<file path="src/rtl/fma16_arbiter_ctrl.sv">
// fma16_arbiter_ctrl: round-robin front end that shares one fma16 datapath
// between two requesters. Holds operands for LATENCY cycles, captures the
// result and flags, returns them on a response channel and keeps per-requester
// sticky IEEE flags {NV, OF, UF, NX}.
// Optional feature: define FMA16_ARB_CANON_NAN_EN to replace any NaN result
// (or any result flagged NV) with the canonical quiet NaN 0x7e00.
module fma16_arbiter_ctrl #(
    parameter int unsigned LATENCY = 2,
    parameter int unsigned CNT_W   = 4
) (
    input  logic        clk,
    input  logic        reset_n,
    input  logic [1:0]  req_valid,
    output logic [1:0]  req_ready,
    input  logic [31:0] req_x,
    input  logic [31:0] req_y,
    input  logic [31:0] req_z,
    input  logic [7:0]  req_op,
    input  logic [3:0]  req_rm,
    output logic [15:0] dp_x,
    output logic [15:0] dp_y,
    output logic [15:0] dp_z,
    output logic [3:0]  dp_op,
    output logic [1:0]  dp_rm,
    input  logic [15:0] dp_result,
    input  logic [3:0]  dp_flags,
    output logic        rsp_valid,
    input  logic        rsp_ready,
    output logic        rsp_id,
    output logic [15:0] rsp_result,
    output logic [3:0]  rsp_flags,
    output logic [7:0]  fflags,
    input  logic [1:0]  fflags_clr,
    output logic        busy
);

    localparam int unsigned DATA_W = 16;
    localparam int unsigned FLAG_W = 4;

    typedef enum logic [1:0] {
        IDLE = 2'd0,
        EXEC = 2'd1,
        RESP = 2'd2
    } state_t;

    state_t            state;
    state_t            stateNext;
    logic              ptr;
    logic [CNT_W-1:0]  cnt;
    logic              grantValid;
    logic              grantId;
    logic              reqFire;
    logic              rspFire;
    logic              evalDone;
    logic [DATA_W-1:0] capResult;

    // Round-robin pick: the pointer requester wins a tie, otherwise whoever is valid
    always_comb begin
        grantValid = req_valid[ptr] | req_valid[~ptr];
        grantId    = req_valid[ptr] ? ptr : ~ptr;
    end

    assign evalDone = (state == EXEC) && (cnt == '0);

    // Result as presented to the response channel (optionally canonicalising NaNs)
    always_comb begin
        capResult = dp_result;
`ifdef FMA16_ARB_CANON_NAN_EN
        if (dp_flags[3] || ((dp_result[14:10] == 5'h1f) && (dp_result[9:0] != 10'h000))) begin
            capResult = 16'h7e00;
        end
`endif
    end

    // State register
    always_ff @(posedge clk or negedge reset_n) begin
        if (!reset_n) begin
            state <= IDLE;
        end else begin
            state <= stateNext;
        end
    end

    // Next-state, request accept and response handshake decode
    always_comb begin
        stateNext = state;
        req_ready = 2'b00;
        reqFire   = 1'b0;
        rspFire   = 1'b0;
        case (state)
            IDLE: begin
                if (grantValid) begin
                    req_ready[grantId] = 1'b1;
                    reqFire            = 1'b1;
                    stateNext          = EXEC;
                end
            end
            EXEC: begin
                if (cnt == '0) begin
                    stateNext = RESP;
                end
            end
            RESP: begin
                if (rsp_ready) begin
                    rspFire   = 1'b1;
                    stateNext = IDLE;
                end
            end
            default: stateNext = IDLE;
        endcase
    end

    assign rsp_valid = (state == RESP);
    assign busy      = (state != IDLE);

    // Operand latch, evaluation counter, result capture and fairness pointer
    always_ff @(posedge clk or negedge reset_n) begin
        if (!reset_n) begin
            dp_x       <= '0;
            dp_y       <= '0;
            dp_z       <= '0;
            dp_op      <= '0;
            dp_rm      <= '0;
            rsp_id     <= 1'b0;
            rsp_result <= '0;
            rsp_flags  <= '0;
            cnt        <= '0;
            ptr        <= 1'b0;
        end else begin
            if (reqFire) begin
                dp_x   <= grantId ? req_x[31:16] : req_x[15:0];
                dp_y   <= grantId ? req_y[31:16] : req_y[15:0];
                dp_z   <= grantId ? req_z[31:16] : req_z[15:0];
                dp_op  <= grantId ? req_op[7:4]  : req_op[3:0];
                dp_rm  <= grantId ? req_rm[3:2]  : req_rm[1:0];
                rsp_id <= grantId;
                cnt    <= CNT_W'(LATENCY - 1);
            end else if ((state == EXEC) && (cnt != '0)) begin
                cnt <= cnt - CNT_W'(1);
            end
            if (evalDone) begin
                rsp_result <= capResult;
                rsp_flags  <= dp_flags;
            end
            if (rspFire) begin
                ptr <= ~rsp_id;
            end
        end
    end

    // Sticky flags: a clear and a new set in the same cycle keep only the new flags
    always_ff @(posedge clk or negedge reset_n) begin
        if (!reset_n) begin
            fflags <= '0;
        end else begin
            for (int i = 0; i < 2; i++) begin
                fflags[FLAG_W*i +: FLAG_W] <=
                    (fflags_clr[i] ? {FLAG_W{1'b0}} : fflags[FLAG_W*i +: FLAG_W]) |
                    ((rspFire && (rsp_id == 1'(i))) ? rsp_flags : {FLAG_W{1'b0}});
            end
        end
    end

endmodule

</file>
<file path="config.mk">
export PLATFORM = sky130hd
export DESIGN_NAME = fma16_arbiter_ctrl
export DESIGN_NICKNAME = d
export VERILOG_FILES = /design/src/rtl/fma16_arbiter_ctrl.sv
export SDC_FILE = /design/constraint.sdc
export NUM_CORES = 1
export LEC_CHECK = 0
export CORE_ASPECT_RATIO = 2
export CORE_UTILIZATION = 39
export DETAILED_ROUTE_END_ITERATION = 10
export PLACE_DENSITY = 0.8
export SLEW_MARGIN = 25
export SYNTH_ARGS = -nofsm -noshare
export SYNTH_HDL_FRONTEND = slang
export SYNTH_SLANG_ARGS = --single-unit
</file>
<file path="constraint.sdc">
create_clock -name clk -period 1.8 [get_ports clk]
set_input_delay 0.36 -clock clk [delete_from_list [all_inputs] [get_ports clk]]
set_output_delay 0.36 -clock clk [all_outputs]
set_load 0.05 [all_outputs]
</file>
# Word-level counts from Yosys, hierarchy flattened
# Cells that the tools add are included.
[word_totals]
elab_cells = 66
in_bits = 135
register_bits = 90
out_inout_bits = 87
[classes]
n_bitwise = 5
n_eq_ne = 5
muxes = 28
addsub = 1
magnitude_cmp = 4
reduce_logical = 11
[ops]
columns = ["op", "count"]
rows = [
  ["two-way mux 16 bit", 3],
  ["two-way mux 4 bit", 7],
  ["two-way mux 2 bit", 6],
  ["two-way mux 1 bit", 10],
  ["OR 4 bit", 2],
  ["< comparator 1 x 2 -> 1 bit, second input constant", 3],
  ["case mux 2 bit (3 select lines)", 1],
  ["logical AND 1 bit", 5],
  ["zero test 4 bit", 1],
  ["inequality test 2 x 1 -> 1 bit, second input constant", 2],
  ["nonzero test 2 bit", 2],
  ["nonzero test 4 bit", 1],
  ["subtractor 4 x 1 -> 4 bit, second input constant", 1],
  ["AND reduction 3 bit", 1],
  ["== test 2 x 1 -> 1 bit, second input constant", 1],
  ["== test 2 bit, second input constant", 1],
  ["zero test 2 bit", 1],
  ["inequality test 2 bit, second input constant", 1],
  ["NOT 1 bit", 2],
  ["demux 1 bit (select 1 bit)", 1],
  [">= comparator 1 bit, second input constant", 1],
  ["OR 1 bit", 1],
]

# Logic depth before layout (Yosys ltp)
[logic_depth]
word_depth = 9
mapped_depth = 5
depth_no_buf = 5

# Worst setup path before layout
# No wires, ideal clock.
[synth_path]
kind = "register -> register"
from = "register cnt[0]"
to = "register cnt[1]"
setup_slack_ns = 0.324
arrival_time_ns = 1.397
synth_period_minus_slack_ns = 1.476
required_ns = 1.721
setup_time_ns = 0.079
n_path_buf = 0
path_stages_with_launch = 6
cell_sequence = "dfrtp_1 > inv_1 > ha_1 > or3b_2 > nand2_1 > mux2i_1"
[synth_between]
elab_chain_cells = 3
word_cells_on_any_way = 6
classes_between = "add/sub (1); mux (2); reduce/logical (3)"
[synth_lines]
columns = ["element", "line", "text"]
rows = [
  ["start, declared", "49", "logic [CNT_W-1:0] cnt;"],
  ["start signal, assigned", "137", "cnt <= CNT_W'(LATENCY - 1);"],
  ["start signal, assigned", "139", "cnt <= cnt - CNT_W'(1);"],
  ["subtractor 4 x 1 -> 4 bit or nonzero test 4 bit (tied branches)", "139, 138", ""],
  ["two-way mux 4 bit or logical AND 1 bit (tied branches)", "138", "end else if ((state == EXEC) && (cnt != '0)) begin"],
  ["two-way mux 4 bit or nonzero test 2 bit (tied branches)", "--", ""],
]
# Several ways; a longest one is shown, not always the timed one. The select of a mux whose other input is x is not followed.
# A chain may end at the register's enable or synchronous reset.

# Final worst setup path
[layout_path]
from = "register state[1]"
to = "output req_ready[1]"
[layout_between]
elab_chain_cells = 2
[layout_lines]
columns = ["element", "line", "text"]
rows = [
  ["start, declared", "46", "state_t state;"],
  ["start signal, assigned", "80", "state <= stateNext;"],
  ["zero test 2 bit", "90", "case (state)"],
  ["two-way mux 2 bit", "90", ""],
  ["end, declared", "14", "output logic [1:0] req_ready,"],
]
# No other way between the ends.

==> results_dict.tcl <==
set metrics [dict create \
    status "finished clean" \
    crit_required_ns 1.44 \
    p_seq_share_pct 26.6 \
    htree_levels 3 \
    cts_tree "built" \
    synth-adder-area-share_pct 0.630 \
    hold_viol_final 0 \
    cts.sinks 90 \
    ant_nets 0 \
    synth_edf_count 0 \
    r2r_start "cnt[0]" \
    critPathMaxFanout 6 \
    grtUsageMet3_pct 4.92 \
    port_buffers 221 \
    dr.pass1.iters 4 \
    grt_util_all_layers_pct 24.0 \
    power_density_nw_per_um2 2040 \
    finalCritPeriodShare_pct 97.7 \
    yosys.area_share.simple_pct 4.22 \
    reg2reg_slack_ns 0.16 \
    hold_path_class "in -> async" \
    clock_latency_ns 0.34 \
    start_util_pct 40.4 \
    drive_above_1_share_pct 27.3 \
    synth_nets 444 \
    ys_types 31 \
    fin_crit_ns 1.76 \
    crit_path_end "req_ready[1]" \
    antenna_cells 0 \
    internal_power_mw 7.11 \
    synth-seq-area-share_pct 56.7 \
    ir_drop_uv 1110 \
    critPathKind "reg -> out" \
    maxSlewHeadroom_pct 79.8 \
    ioPinCount 222 \
    synthMuxAreaShare_pct 6.68 \
    crit_start "state[1]" \
    antenna_found_initial 0 \
    synthXorXnorAreaFrac_pct 0 \
    pwr-share-comb_pct 59.3 \
    tightest_slew_ns 0.303 \
    reg2reg_depth 5 \
    die_h_microns 145 \
    rows 51 \
    cts_made_buffers 9 \
    dpl_worst_slack_ns -0.0244 \
    cts_buffer_depth 2 \
    grt_pass1_wl_microns 19100 \
    met1_usage_pct 26.4 \
    ys_warn_count 0 \
    drt_iter0_markers 152 \
    fmax_ghz 0.569 \
    die_width_microns 73.3 \
    synth_compound_area_share_pct 26.0 \
    rsz0062_at_grt "yes" \
    switchingPower_mw 6.34 \
    gp_congestion 0.774 \
    dp_hpwl_microns 9400 \
    synth_cells 307 \
    switching_share_pct 47.1 \
    nets 670 \
    ys_seq_elements 90 \
    core_sq_um 9830 \
    worstPathArrival_ns 1.40 \
    async_flop_share_pct 100 \
    syn_to_final_growth_pct 65.6 \
    static-leakage-power_nw 2.92 \
    drv_slew 0 \
    drc_errors 0 \
    finClkSkew_ns 0.00771 \
    overflow 0 \
    post_drt_wl_per_cell_microns 18.3 \
    synth_top_family_by_area "compound AO/OA/AOI/OAI gates" \
    setup_viol 0 \
    viasPerCell 5.35 \
    finalWorstSetupSlack_ns 0.0418 \
    regToRegEndpoint "cnt[1]" \
    cts-root-buf "clkbuf_16" \
    dieArea_sq_um 10600 \
    post-route-util_pct 66.9 \
    startpoint_type "flip-flop" \
    synth.cell_area_sq_um 3970 \
    grt_pass1_vias 3820 \
    clkPwrFrac_pct 14.1 \
    fillers 778 \
    grt_use_met2_pct 43.1 \
    multi_input_area_sq_um 1500 \
    syn_avg_cell_area_sq_um 12.9 \
    synth_flop_cell "dfrtp_1" \
    cap_violations 0 \
    end_kind "primary output" \
    path_clk_slew_ns 0.07 \
    seq_area_sq_um 2250 \
    vias 3584 \
    routed_wl_microns 12300 \
    grt_max_degree 54 \
    top_usage_layer "met2" \
]
metal layers:
layer | share of wire (%) | wire length, microns
met5 | 0 | 0
met4 | 3.9 | 481
met3 | 5.7 | 701
met2 | 55 | 6790
met1 | 35 | 4310
registers in the layout (all words and copies together) (netlist names):
| name | count |
|---|---|
| ptr | 1 |
| fflags | 8 |
| state | 2 |
| cnt | 4 |
| dp_y | 16 |
| dp_z | 16 |
| rsp_result | 16 |
| dp_op | 4 |
| rsp_flags | 4 |
| rsp_id | 1 |
| dp_rm | 2 |
| dp_x | 16 |
cells in the final DEF, fill, tap and decap left out, types with 9 or more instances in the layout:
| cell type | count |
|---|---|
| inv_1 | 12 |
| buf_12 | 13 |
| dfrtp_1 | 89 |
| a221o_1 | 54 |
| o21ai_0 | 14 |
| mux2_2 | 15 |
| buf_4 | 94 |
| nand2_1 | 10 |
| a21boi_1 | 20 |
| clkbuf_16 | 9 |
| clkdlybuf4s50_1 | 133 |
| a21boi_0 | 34 |
critical path, cell delays in order, from the launching register on:
cell and delay [ns]:
dfrtp_2 0.45, nor2_4 0.18, and3_4 0.27, buf_12 0.15
area by class of cell:
class | count | share of cell area (%)
Clock inverter | 6 | 1.01
Multi-Input combinational cell | 179 | 22.8
Inverter | 12 | 0.685
Timing Repair Buffer | 241 | 35.1
Clock buffer | 10 | 3.63
Tap cell | 132 | 2.51
Sequential cell | 90 | 34.3
synthesized netlist by cell type (all sizes together) (3+ instances only):
cell / count / area share (%)
clkbuf: 5 / 0.54
mux2i: 4 / 1.0
buf: 21 / 4.1
a221o: 54 / 14
mux2: 20 / 5.7
dfrtp: 90 / 57
nor2: 5 / 0.54
inv: 12 / 1.1
o21ai: 14 / 1.8
a21oi: 3 / 0.38
nand2: 10 / 0.95
a21boi: 54 / 10
through the flow:
stage | TNS, ns | cells | power (mW) | hold WS (ns) | cell area, sq um
3_3_place_gp | -0.109 | 650 | 11.3 | 0.256 | 6230
5_1_grt | -0.00797 | 670 | 14.1 | 0.494 | 6580
4_1_cts | 0 | 667 | 13.5 | 0.455 | 6550
2_1_floorplan | 0 | 307 | 8.85 | 0.0644 | 3970
3_5_place_dp | -0.335 | 650 | 11.5 | 0.262 | 6230
6_report | 0 | 670 | 13.4 | 0.451 | 6580
worst min-delay path by stage:
stage | to | slack, ns
3_5_place_dp | dp_x[10] | 0.26
4_1_cts | dp_x[14] | 0.45
5_1_grt | dp_z[11] | 0.49
6_report | dp_x[14] | 0.45
2_1_floorplan | cnt[0] | 0.06
3_3_place_gp | dp_x[10] | 0.26
cell families after synthesis:
| kind of cell | Yosys count |
|---|---|
| compound gates | 125 |
| fa+ha+maj | 2 |
| buf+inv | 38 |
| flops | 90 |
| mux | 24 |
| simple gates | 28 |
power groups by stage:
stage / sequential, mW / combinational (mW) / clock, mW
after global routing: 3.69 / 8.38 / 2.02
after detailed placement: 3.57 / 7.98 / 0
after CTS: 3.57 / 7.98 / 1.92
after floorplan: 6.39 / 2.45 / 0
after global placement: 3.55 / 7.79 / 0
final: 3.57 / 7.98 / 1.89
what timing repair did:
item,4_1_cts,5_1_grt
gates resized for setup,1,1
endpoints found under the hold margin,18,0
setup buffers,0,3
hold buffers,1,0
pin swaps,0,3
endpoints found under the setup margin,1,2
No activity file was read; power rests on OpenSTA's default activity.
